<file path="config.mk">
export PLATFORM = sky130hd
export DESIGN_NAME = alu_issue
export DESIGN_NICKNAME = d
export VERILOG_FILES = /design/src/rtl/alu_issue_pkg.sv /design/src/rtl/alu_issue_decode.sv /design/src/rtl/alu_issue.sv
export SDC_FILE = /design/constraint.sdc
export NUM_CORES = 1
export LEC_CHECK = 0
export ABC_AREA = 1
export CAP_MARGIN = 20
export CORE_MARGIN = 5
export CORE_UTILIZATION = 53
export DETAILED_ROUTE_END_ITERATION = 10
export GPL_TIMING_DRIVEN = 0
export PLACE_DENSITY = 0.95
export RECOVER_POWER = 100
export SETUP_SLACK_MARGIN = 0.05
export SLEW_MARGIN = 20
export SYNTH_ARGS = -nofsm -noshare
export SYNTH_HDL_FRONTEND = slang
export SYNTH_SLANG_ARGS = --single-unit
export TNS_END_PERCENT = 50
</file>
<file path="constraint.sdc">
create_clock -name clk -period 2.2 [get_ports clk]
set_input_delay 0.44 -clock clk [delete_from_list [all_inputs] [get_ports clk]]
set_output_delay 0.44 -clock clk [all_outputs]
set_load 0.02 [all_outputs]
</file>
<file path="src/rtl/alu_issue_pkg.sv">
// Shared constants, beat type and helpers for the ALU issue stage.
// The ALU opcode encodings and RV32I field values live here so decode and consumers agree.
package alu_issue_pkg;

    localparam int XLEN   = 32;
    localparam int REG_AW = 5;

    localparam logic [2:0] ALU_OP_ADD = 3'd0;
    localparam logic [2:0] ALU_OP_SUB = 3'd1;
    localparam logic [2:0] ALU_OP_AND = 3'd2;

    localparam logic [6:0] RV_OPC_OP    = 7'b0110011;
    localparam logic [6:0] RV_OPC_OPIMM = 7'b0010011;
    localparam logic [2:0] F3_ADD       = 3'b000;
    localparam logic [2:0] F3_AND       = 3'b111;
    localparam logic [6:0] F7_BASE      = 7'b0000000;
    localparam logic [6:0] F7_SUB       = 7'b0100000;

    typedef struct packed {
        logic [2:0]        opcode;
        logic [XLEN-1:0]   left;
        logic [XLEN-1:0]   right;
        logic [REG_AW-1:0] rd;
        logic              we;
        logic              illegal;
    } issue_beat_t;

    localparam issue_beat_t BEAT_RESET = '{
        opcode:  ALU_OP_ADD,
        left:    32'h0000_0000,
        right:   32'h0000_0000,
        rd:      5'd0,
        we:      1'b0,
        illegal: 1'b0
    };

    function automatic logic [XLEN-1:0] sext_imm12(input logic [11:0] imm);
        return {{(XLEN-12){imm[11]}}, imm};
    endfunction

endpackage

</file>
<file path="src/rtl/alu_issue_decode.sv">
// Combinational RV32I OP/OP-IMM decode into an ALU issue beat.
// Also produces the register-file read addresses straight from the instruction word.
module alu_issue_decode
    import alu_issue_pkg::*;
(
    input  logic [XLEN-1:0]   i_instr,
    input  logic [XLEN-1:0]   i_rs1_data,
    input  logic [XLEN-1:0]   i_rs2_data,
    output logic [REG_AW-1:0] o_rs1_addr,
    output logic [REG_AW-1:0] o_rs2_addr,
    output issue_beat_t       o_beat
);

    logic [6:0]        w_opc;
    logic [2:0]        w_f3;
    logic [6:0]        w_f7;
    logic [REG_AW-1:0] w_rd;
    logic              w_legal;
    logic [2:0]        w_op;
    logic              w_use_imm;

    assign w_opc      = i_instr[6:0];
    assign w_f3       = i_instr[14:12];
    assign w_f7       = i_instr[31:25];
    assign w_rd       = i_instr[11:7];
    assign o_rs1_addr = i_instr[19:15];
    assign o_rs2_addr = i_instr[24:20];

    // Classify the instruction and pick the ALU operation and operand source.
    always_comb begin
        w_legal   = 1'b0;
        w_op      = ALU_OP_ADD;
        w_use_imm = 1'b0;
        case (w_opc)
            RV_OPC_OP: begin
                if (w_f3 == F3_ADD && w_f7 == F7_BASE) begin
                    w_legal = 1'b1;
                    w_op    = ALU_OP_ADD;
                end else if (w_f3 == F3_ADD && w_f7 == F7_SUB) begin
                    w_legal = 1'b1;
                    w_op    = ALU_OP_SUB;
                end else if (w_f3 == F3_AND && w_f7 == F7_BASE) begin
                    w_legal = 1'b1;
                    w_op    = ALU_OP_AND;
                end else begin
                    w_legal = 1'b0;
                end
            end
            RV_OPC_OPIMM: begin
                if (w_f3 == F3_ADD) begin
                    w_legal   = 1'b1;
                    w_op      = ALU_OP_ADD;
                    w_use_imm = 1'b1;
                end else if (w_f3 == F3_AND) begin
                    w_legal   = 1'b1;
                    w_op      = ALU_OP_AND;
                    w_use_imm = 1'b1;
                end else begin
                    w_legal = 1'b0;
                end
            end
            default: w_legal = 1'b0;
        endcase
    end

    // Assemble the beat; illegal words carry zero operands and never write back.
    always_comb begin
        o_beat    = BEAT_RESET;
        o_beat.rd = w_rd;
        if (w_legal) begin
            o_beat.opcode  = w_op;
            o_beat.left    = i_rs1_data;
            o_beat.right   = w_use_imm ? sext_imm12(i_instr[31:20]) : i_rs2_data;
            o_beat.we      = (w_rd != 5'd0);
            o_beat.illegal = 1'b0;
        end else begin
            o_beat.illegal = 1'b1;
        end
    end

endmodule

</file>
<file path="src/rtl/alu_issue.sv">
// ALU issue stage: decode plus a main output register and one skid entry.
// in_ready is a flop so upstream never sees a combinational path from out_ready.
module alu_issue
    import alu_issue_pkg::*;
(
    input  logic              clk,
    input  logic              rst_n,
    input  logic              in_valid,
    output logic              in_ready,
    input  logic [XLEN-1:0]   in_instr,
    output logic [REG_AW-1:0] rs1_addr,
    output logic [REG_AW-1:0] rs2_addr,
    input  logic [XLEN-1:0]   rs1_data,
    input  logic [XLEN-1:0]   rs2_data,
    output logic              out_valid,
    input  logic              out_ready,
    output logic [2:0]        alu_opcode,
    output logic [XLEN-1:0]   alu_left,
    output logic [XLEN-1:0]   alu_right,
    output logic [REG_AW-1:0] out_rd,
    output logic              out_we,
    output logic              out_illegal
);

    issue_beat_t w_dec_beat;
    issue_beat_t r_main;
    issue_beat_t r_skid;
    logic        r_out_valid;
    logic        r_skid_full;
    logic        r_in_ready;
    logic        w_accept;
    logic        w_main_free;

    alu_issue_decode u_decode (
        .i_instr    (in_instr),
        .i_rs1_data (rs1_data),
        .i_rs2_data (rs2_data),
        .o_rs1_addr (rs1_addr),
        .o_rs2_addr (rs2_addr),
        .o_beat     (w_dec_beat)
    );

    assign w_accept    = in_valid & r_in_ready;
    assign w_main_free = ~r_out_valid | out_ready;

    // Main/skid storage: skid drains into main first, new beats land in skid only while main is stalled.
    always_ff @(posedge clk or negedge rst_n) begin
        if (!rst_n) begin
            r_main      <= BEAT_RESET;
            r_skid      <= BEAT_RESET;
            r_out_valid <= 1'b0;
            r_skid_full <= 1'b0;
            r_in_ready  <= 1'b1;
        end else if (w_main_free) begin
            if (r_skid_full) begin
                r_main      <= r_skid;
                r_out_valid <= 1'b1;
                r_skid_full <= 1'b0;
                r_in_ready  <= 1'b1;
            end else if (w_accept) begin
                r_main      <= w_dec_beat;
                r_out_valid <= 1'b1;
            end else begin
                r_out_valid <= 1'b0;
            end
        end else if (w_accept) begin
            r_skid      <= w_dec_beat;
            r_skid_full <= 1'b1;
            r_in_ready  <= 1'b0;
        end
    end

    assign in_ready    = r_in_ready;
    assign out_valid   = r_out_valid;
    assign alu_opcode  = r_main.opcode;
    assign alu_left    = r_main.left;
    assign alu_right   = r_main.right;
    assign out_rd      = r_main.rd;
    assign out_we      = r_main.we;
    assign out_illegal = r_main.illegal;

endmodule

</file>
==> results by group, run 1 <==
STA
  – Max Fclk: 465 MHz
  – RSZ-0062 raised after global routing: false
  – Final Max Tran Viols: 0
  – Final setup fails: 0
  – Clk_skew: 8.30 ps
  – Final worst slack: 51.0 ps
  – Final Hold Fails: 0
  – Slew margin rel.: 0.323
  – Hold_ws: 472 ps
  – Fin crit period: 2150 ps
  – Fin Setup TNS: 0 ps
  – Actual slew at the worst max-slew pin: 1010 ps
  – Final period util: 0.977

Synthesis
  – Synth Register Bits: 149
  – Synthesized Nets: 1092
  – Cell Area, Synth: 0.00718 mm2
  – Post-synth ARST share: 1.00
  – Synth unique cells: 24
  – Ys flop type: dfrtp_1
  – Top post-synthesis cells by area: dfrtp_1, nand2_1, nor2_1
  – Syn_area_per_cell: 7.24 um2
  – Yosys Warn Count: 0
  – Share of the synthesized area in the top cell type: 0.516
  – Register area share after synthesis: 0.519
  – Yosys top cell by area: dfrtp_1
  – Synthesized instance count: 992
  – Post-synth EDFFs: 0

Cells and area
  – Filler cells: 1038
  – Layout Utilization: 0.744
  – Finished Layout Cells: 1381
  – Register Area: 0.00373 mm2
  – Area of the multi-input gates: 0.00300 mm2
  – N_diodes: 0
  – Most frequent cells in the layout: nand2_1, nor2_1, dfrtp_1, clkdlybuf4s50_1, dlygate4sd3_1
  – # nets final: 1292
  – Area grow syn2layout: 37.1%
  – Share of post-route cells with drive strength above 1: 0.0606
  – Leading cell type in the layout, fill and taps excluded: nand2_1

Setup path
  – CP Launch Type: input pin
  – Cell family with most CP delay: buffers and inverters
  – Critical Path RT: 1760 ps
  – WS Path Type: in2out
  – CP dominant cell by count: clkdlybuf4s50_1
  – Crit-path slowest cell: clkdlybuf4s50_1
  – Crit path buf inv count: 3
  – Crit-path max FO: 2
  – Worst EP arrival: 1710 ps
  – CP Cell Sequence: clkdlybuf4s50_1 -> clkbuf_4 -> clkdlybuf4s50_1
  – Worst setup EP type: output port
  – CP peak stage delay: 590 ps

Power and ir drop
  – Worst VDD drop: 0.522 mV
  – P_leak: 5.78 nW
  – PD cells: 630 mW/mm2

Detailed routing
  – Final wirelength: 21.0 mm
  – Routed Antenna Nets: 0
  – Wire length per cell: 15.2 um
  – Vias: 7059
  – Vias per inst: 5.11
  – 1st-iter DRT viols: 604
  – DR pass1 iterations: 5
  – Post-route DRC: 0

Clock tree
  – Clk sinks: 149
  – Clk Tree Root Cell: clkbuf_16
  – CTS Buffer Depth: 2
  – H-tree levels: 4
  – TritonCTS Buffers: 17
  – Setup Buffers After CTS: 0
  – Worst-Skew Late Latency: 420 ps
  – Worst-path clk slew: 60 ps
  – CTS tree: built

Global routing
  – Total gr overflow: 0
  – Global-route wire length before repair: 34.4 mm
  – Largest net degree at the start of global routing: 80
  – All-Layer GR Usage: 0.265
  – Vias in the first global route: 6988
  – Initial antenna violation count: 0

Placement
  – Placed Cells incl. Taps: 1348
  – Port-buffer cells: 179
  – Post-detail-place hpwl: 15.0 mm
  – GPL Wtd Cong: 0.938
  – Dpl ws: -222 ps

Hold path
  – Worst Hold Class: reg2reg

Floorplanning
  – Placeable Area: 0.0132 mm2
  – Total die area: 0.0160 mm2
  – FP Rows: 42
  – Num ports: 186
  – Die width: 126 um
  – Initial Util: 0.542
  – Die Ht: 126 um

Run status
  – Status: finished clean

Job
  – MaxCap Viol Count: 0
## report_power, final
part / total [mW] / leakage, nW / switching [mW] / internal, mW
Sequential: 2.74 / 2.07 / 0.0000000000000000269 / 2.74
Clock: 3.12 / 0.306 / 1.11 / 2.02
Combinational: 0.345 / 3.40 / 0.148 / 0.197
## stage by stage
stage | area (um2) | power, mW
2_1_floorplan | 7180 | 2.87
3_3_place_gp | 9200 | 3.13
3_5_place_dp | 9230 | 3.14
4_1_cts | 9870 | 6.24
5_1_grt | 9850 | 6.37
6_report | 9850 | 6.21
## what timing repair did
item / 4_1_cts / 5_1_grt
setup endpoints to repair: 0 / 16
resized for setup: 0 / 2
hold buffers: 1 / 0
hold endpoints to repair: 25 / 0
## Yosys cell counts (2+ instances only)
| library cell | n |
|---|---|
| o21ai_0 | 25 |
| nand3_1 | 15 |
| nand4_1 | 2 |
| a31oi_1 | 6 |
| nand2_1 | 482 |
| dfrtp_1 | 148 |
| buf_2 | 21 |
| inv_1 | 15 |
| buf_4 | 11 |
| o21ai_1 | 47 |
| nand2_2 | 10 |
| buf_1 | 6 |
| clkbuf_1 | 28 |
| a21oi_1 | 6 |
| nor2_2 | 2 |
| buf_6 | 5 |
| inv_2 | 2 |
| nor2_1 | 155 |
## layer usage
layer	GRT usage	share of wire	up-vias
met5	0	0	-
met4	0.0801	0.018	0
met3	0.0807	0.096	35
met2	0.437	0.49	308
met1	0.340	0.40	3280
li1	-	-	3436
## tightest hold or removal path: cells and delay by family, from the launching register on
kind / cells / cell delay (ps)
flip-flops: 1 / 330
AND/OR/NAND/NOR: 2 / 110
## registers in the layout, indices dropped and copies added, names as in the netlist
register and count:
out_valid 1, r_skid_full 1, out_we 1, alu_opcode 2, alu_right 32, r_skid 73, out_rd 5, out_illegal 1
alu_left 32, in_ready 1
## cells by family (layout without fill, tap and decap cells)
group	after synthesis	in the layout	synth area share
other cells	1	1	0.000522
simple gates	669	669	0.359
compound gates	85	85	0.0606
buf+inv	88	301	0.0606
flops	149	149	0.519
## layout make-up
type | count | share of cell area
multi-input cells | 755 | 0.305
well taps | 176 | 0.0224
repair buffers | 181 | 0.185
plain buffers | 71 | 0.0377
flip-flops and latches | 149 | 0.379
inverters | 17 | 0.00648
clock buffers | 24 | 0.0499
clock inverters | 8 | 0.0147
## final timing paths
kind / to / slack (ps) / from / depth (start not counted)
max: rs2_addr[2] / 50 / in_instr[22] / 3
min reg2reg: alu_right[26] / 470 / alu_right[26] / 2
min in group asynchronous: r_skid[48] / 770 / rst_n / 2
max reg2reg: r_skid[29] / 160 / in_ready / 7
max in group asynchronous: alu_right[20] / 530 / rst_n / 3
min: alu_right[26] / 470 / alu_right[26] / 2
Note: power is estimated with default switching activity, not from simulation.
==> run 2, diff against run 1 <==
- REMOVE_ABC_BUFFERS: default -> 1
==> run 2 against run 1 <==
Sequential power hardly changed. Largest cell class unchanged. Largest power group unchanged. Combinational power is 5.8% lower. Clock skew is 1.4 ps lower. Fmax is 1.8% higher. Setup slack better by 38 ps. Wire length is 7.0% lower. Critical path type is now reg2out. Final cell count is 4.7% lower.
==> results by group, run 2 (synthesis gave the netlist of run 1 again) <==
Run status
  – Status: finished clean

Setup path
  – Crit-path max FO: 3
  – CP peak stage delay: 690 ps
  – CP Cell Sequence: dlygate4sd3_1
  – Critical Path RT: 1760 ps
  – R2R depth: 7
  – Worst R2R End: alu_left[4]
  – Worst setup EP type: output port
  – R2r setup slk: 160 ps
  – Cell family with most CP delay: buffers and inverters
  – CP Launch Type: flip-flop
  – Crit path buf inv count: 1
  – Crit-path slowest cell: dlygate4sd3_1
  – Worst setup path start: in_ready
  – Worst EP arrival: 1670 ps
  – WS Path Type: reg2out
  – Critical R2R Launch: r_skid_full

STA
  – Clk_skew: 6.89 ps
  – Final Max Tran Viols: 0
  – Final worst slack: 89.2 ps
  – Final Hold Fails: 0
  – Max Fclk: 474 MHz
  – Fin crit period: 2110 ps
  – Final period util: 0.959
  – Final setup fails: 0
  – Slew margin rel.: 0.329
  – Actual slew at the worst max-slew pin: 1010 ps
  – RSZ-0062 raised after global routing: false

Cells and area
  – Most frequent cells in the layout: nand2_1, nor2_1, dfrtp_1, clkdlybuf4s50_1, dlygate4sd3_1
  – Biggest register: r_skid
  – Finished Layout Cells: 1316
  – Largest register FFs: 73
  – # nets final: 1227
  – Register Area: 0.00373 mm2
  – Share of post-route cells with drive strength above 1: 0.0526
  – Leading cell type in the layout, fill and taps excluded: nand2_1
  – Filler cells: 1007
  – Area grow syn2layout: 34.4%
  – N_diodes: 0
  – Area of the multi-input gates: 0.00308 mm2

Power and ir drop
  – Switching Fraction: 0.205
  – Comb power frac: 0.054
  – Switching power of the nets: 1.24 mW
  – Power share of the clock group: 0.495
  – Worst VDD drop: 0.482 mV
  – Internal Power: 4.83 mW
  – PD cells: 629 mW/mm2
  – Flop pwr share: 0.452
  – P_leak: 5.67 nW

Placement
  – Port-buffer cells: 174
  – GPL Wtd Cong: 0.798
  – Post-detail-place hpwl: 12.3 mm
  – Placed Cells incl. Taps: 1276
  – Dpl ws: -1370 ps

Floorplanning
  – Die width: 126 um
  – Die Ht: 126 um
  – FP Rows: 42
  – Placeable Area: 0.0132 mm2
  – Num ports: 186
  – Total die area: 0.0160 mm2
  – Initial Util: 0.542

Global routing
  – Initial antenna violation count: 1
  – Global-route wire length before repair: 32.0 mm
  – Total gr overflow: 0
  – Largest net degree at the start of global routing: 80
  – Vias in the first global route: 6766
  – All-Layer GR Usage: 0.243

Detailed routing
  – Post-route DRC: 0
  – DR pass1 iterations: 6
  – 1st-iter DRT viols: 598
  – Routed Antenna Nets: 0
  – Vias per inst: 5.29
  – Wire length per cell: 14.8 um
  – Vias: 6962
  – Final wirelength: 19.5 mm

Clock tree
  – CTS Buffer Depth: 2
  – TritonCTS Buffers: 17
  – Worst-path clk slew: 60 ps
  – Clk Tree Root Cell: clkbuf_16
  – Worst-Skew Late Latency: 420 ps
  – Clk sinks: 149
  – H-tree levels: 4
  – CTS tree: built

Hold path
  – HP Start: alu_left[25]
  – Worst Hold Class: reg2reg
  – Hold Path Stages: 2
  – WHS Endpoint: alu_left[25]

Job
  – MaxCap Viol Count: 0
==> run 2: worst max-delay path by stage <==
stage / endpoint / slack [ps] / cells after the start
3_3_place_gp: r_skid[55] / -5350 / 1
2_1_floorplan: alu_opcode[1] / -1740 / 8
4_1_cts: alu_opcode[1] / 100 / 6
3_5_place_dp: alu_right[24] / -1370 / 10
6_report: in_ready / 90 / 1
5_1_grt: in_ready / 40 / 1
==> run 2: final cells by class <==
cell class | instances | area share
inverters | 17 | 0.00804
multi-input cells | 756 | 0.319
clock buffers | 24 | 0.0509
repair buffers | 186 | 0.200
flip-flops and latches | 149 | 0.386
clock inverters | 8 | 0.0126
well taps | 176 | 0.0228
==> run 2: through the flow <==
| step | area [um2] | power, mW | util | hold slack (ps) | TNS, ps |
|---|---|---|---|---|---|
| 2_1_floorplan | 6810 | 2.84 | - | 144 | -78680 |
| 3_3_place_gp | 8770 | 3.09 | 0.663 | 453 | -1085360 |
| 3_5_place_dp | 8930 | 3.10 | 0.675 | 442 | -119060 |
| 4_1_cts | 9610 | 6.10 | 0.726 | 480 | 0 |
| 5_1_grt | 9650 | 6.24 | 0.729 | 495 | 0 |
| 6_report | 9650 | 6.07 | 0.729 | 471 | 0 |
==> run 2: timing repair <==
item,4_1_cts,5_1_grt
setup buffers,1,5
endpoints found under the hold margin,21,0
pin swaps,2,2
gates resized for setup,8,2
gates cloned,1,0
endpoints found under the setup margin,137,45
hold buffers,1,0
==> run 2: layer usage <==
layer | global-route usage | part of all wire
met5 | 0 | 0.00061
met4 | 0.113 | 0.033
met3 | 0.0605 | 0.070
met2 | 0.399 | 0.50
met1 | 0.304 | 0.40
==> run 2: power by group through the flow <==
stage | clock network [mW] | registers [mW] | logic, mW
detailed placement | 0 | 2.79 | 0.314
global route | 3.14 | 2.74 | 0.355
CTS | 3.03 | 2.74 | 0.323
floorplan | 0 | 2.79 | 0.0477
finish | 3.00 | 2.74 | 0.325
global placement | 0 | 2.79 | 0.302
==> run 3, diff against run 2 <==
- CORE_UTILIZATION: 53 -> 49
- PLACE_DENSITY: 0.95 -> 0.91
- clock period: 2.2 -> 2.4 ns (I/O delays scaled with it)
==> run 3 against run 2 <==
The run now ends with capacitance limit, slew limit left. Sequential cell count unchanged. Hold slack worse by 2.8 ps. Non-clock buffer count down 5. Critical path depth up 11. Clock power down 5%. Wire length down 6.6%. Sequential power down 8.4%. Final cell count up 0.23%. Sequential share of layout area up 0.22 points. First-iteration DRC count down 24%. Register-to-register slack better by 80 ps. Core utilization down 6.6 points.
==> results by group, run 3 (synthesis gave the netlist of run 1 again) <==
Run status
  – Status: finished with violations
  – Failing checks: capacitance limit, slew limit

Detailed routing
  – Wire length per cell: 13.8 um
  – 1st-iter DRT viols: 454
  – Post-route DRC: 0
  – Routed Antenna Nets: 0
  – Vias per inst: 5.02
  – DR pass1 iterations: 5
  – Vias: 6622
  – Final wirelength: 18.2 mm

Cells and area
  – Largest register FFs: 73
  – Area grow syn2layout: 33.6%
  – # nets final: 1222
  – Most frequent cells in the layout: nand2_1, nor2_1, dfrtp_1, clkdlybuf4s50_1, dlygate4sd3_1
  – Post-Layout Inst Area: 0.00960 mm2
  – N_diodes: 0
  – Layout Utilization: 0.663
  – Filler cells: 1164
  – Finished Layout Cells: 1319
  – Leading cell type in the layout, fill and taps excluded: nand2_1
  – Biggest register: r_skid
  – Share of post-route cells with drive strength above 1: 0.0476

Power and ir drop
  – Worst VDD drop: 0.415 mV
  – PD cells: 587 mW/mm2
  – P_leak: 5.64 nW

Floorplanning
  – Die width: 131 um
  – Placeable Area: 0.0145 mm2
  – FP Rows: 44
  – Die Ht: 131 um
  – Num ports: 186
  – Total die area: 0.0172 mm2
  – Initial Util: 0.496

Clock tree
  – Worst-path clk slew: 60 ps
  – H-tree levels: 4
  – Worst-Skew Late Latency: 410 ps
  – TritonCTS Buffers: 17
  – Hold Buf Count CTS: 0
  – Clk sinks: 149
  – Clk Tree Root Cell: clkbuf_16
  – CTS tree: built
  – CTS Buffer Depth: 2

Global routing
  – Largest net degree at the start of global routing: 83
  – Initial antenna violation count: 0
  – Total gr overflow: 0
  – Global-route wire length before repair: 30.3 mm
  – All-Layer GR Usage: 0.219
  – Vias in the first global route: 6413

Hold path
  – Hold Path Stages: 2
  – Worst Hold Class: reg2reg
  – WHS Endpoint: alu_right[28]
  – HP Start: alu_right[28]

Setup path
  – CP peak stage delay: 390 ps
  – WS Path Type: in2reg
  – CP dominant cell by count: nand2_1
  – R2r setup slk: 240 ps
  – CP Launch Type: input pin
  – Worst setup EP type: flip-flop
  – Worst R2R End: alu_left[29]
  – Crit-path max FO: 32
  – Worst EP arrival: 2480 ps
  – Crit path buf inv count: 2
  – Crit-path slowest cell: clkdlybuf4s50_1
  – CP Cell Sequence: clkdlybuf4s50_1 -> nor2_1 -> nand3_1 -> nor2_4 -> clkbuf_1 -> nand2_4 -> nand2_1 -> nand2_1 -> nand2_1 -> nand2_1 -> nand2_1 -> nand2_1
  – Critical Path RT: 2700 ps
  – R2R depth: 7
  – Cell family with most CP delay: simple AND/OR/NAND/NOR gates
  – Critical R2R Launch: r_skid_full

STA
  – Actual slew at the worst max-slew pin: 1700 ps
  – Final Hold Fails: 0
  – Final period util: 0.907
  – Slew margin rel.: -0.133
  – Clk_skew: 9.69 ps
  – Final setup fails: 0
  – Fin crit period: 2180 ps
  – Hold_ws: 468 ps
  – RSZ-0062 raised after global routing: false
  – Final Max Tran Viols: 68
  – Max Fclk: 459 MHz
  – Fin Setup TNS: 0 ps

Placement
  – GPL Wtd Cong: 0.818
  – Post-detail-place hpwl: 11.6 mm
  – Port-buffer cells: 174
  – Placed Cells incl. Taps: 1284
  – Placement Cell Area: 0.00894 mm2

Job
  – MaxCap Viol Count: 1
-- run 3: area by class of cell --
class / instances / area (um2) / area share
sequential: 149 / 3730 / 0.389
multi-input combinational: 756 / 3070 / 0.320
timing repair buffer: 181 / 1860 / 0.194
clock buffer: 21 / 460 / 0.0480
tap: 184 / 230 / 0.0240
clock inverter: 11 / 173 / 0.0180
inverter: 17 / 73.8 / 0.00769
-- run 3: worst max-delay path by stage --
stage	start	to	slack, ps	cells past startpoint
final	in_instr[3]	alu_right[16]	220	12
after global routing	in_instr[3]	alu_right[19]	60	12
after CTS	in_instr[13]	alu_right[16]	50	11
after detailed placement	in_instr[13]	alu_right[16]	-1150	10
after global placement	rst_n	r_skid[27]	-5250	1
after floorplan	in_valid	alu_opcode[1]	-1580	8
-- run 3: repair_timing --
action	in CTS	in global routing
setup buffers	2	0
endpoints found under the setup margin	114	43
cloned	1	0
resized for setup	5	2
pin swaps	2	0
-- run 3: power breakdown --
part	leakage [nW]	switching (mW)	internal [mW]
combinational	3.27	0.123	0.160
sequential	2.07	0.0000000000000000360	2.51
clock	0.296	1.04	1.80
total	5.64	1.16	4.47
-- run 3: tightest hold or removal path, delay by kind of cell, from the launching register on --
kind	cells	cell delay, ps
flops	1	330
simple gates	2	100
-- run 3: metal layers --
metal,part of all wire,track usage,up-vias
li1,-,-,3306
met1,0.44,0.293,3107
met2,0.48,0.352,188
met3,0.065,0.0527,21
met4,0.015,0.0714,0
met5,0,0,-
-- run 3: metrics by stage --
step	setup slack (ps)	total power [mW]
after floorplan	-1580	2.60
after global placement	-5250	2.84
after detailed placement	-1150	2.84
after CTS	49.6	5.68
after global routing	59.0	5.83
final	223	5.64
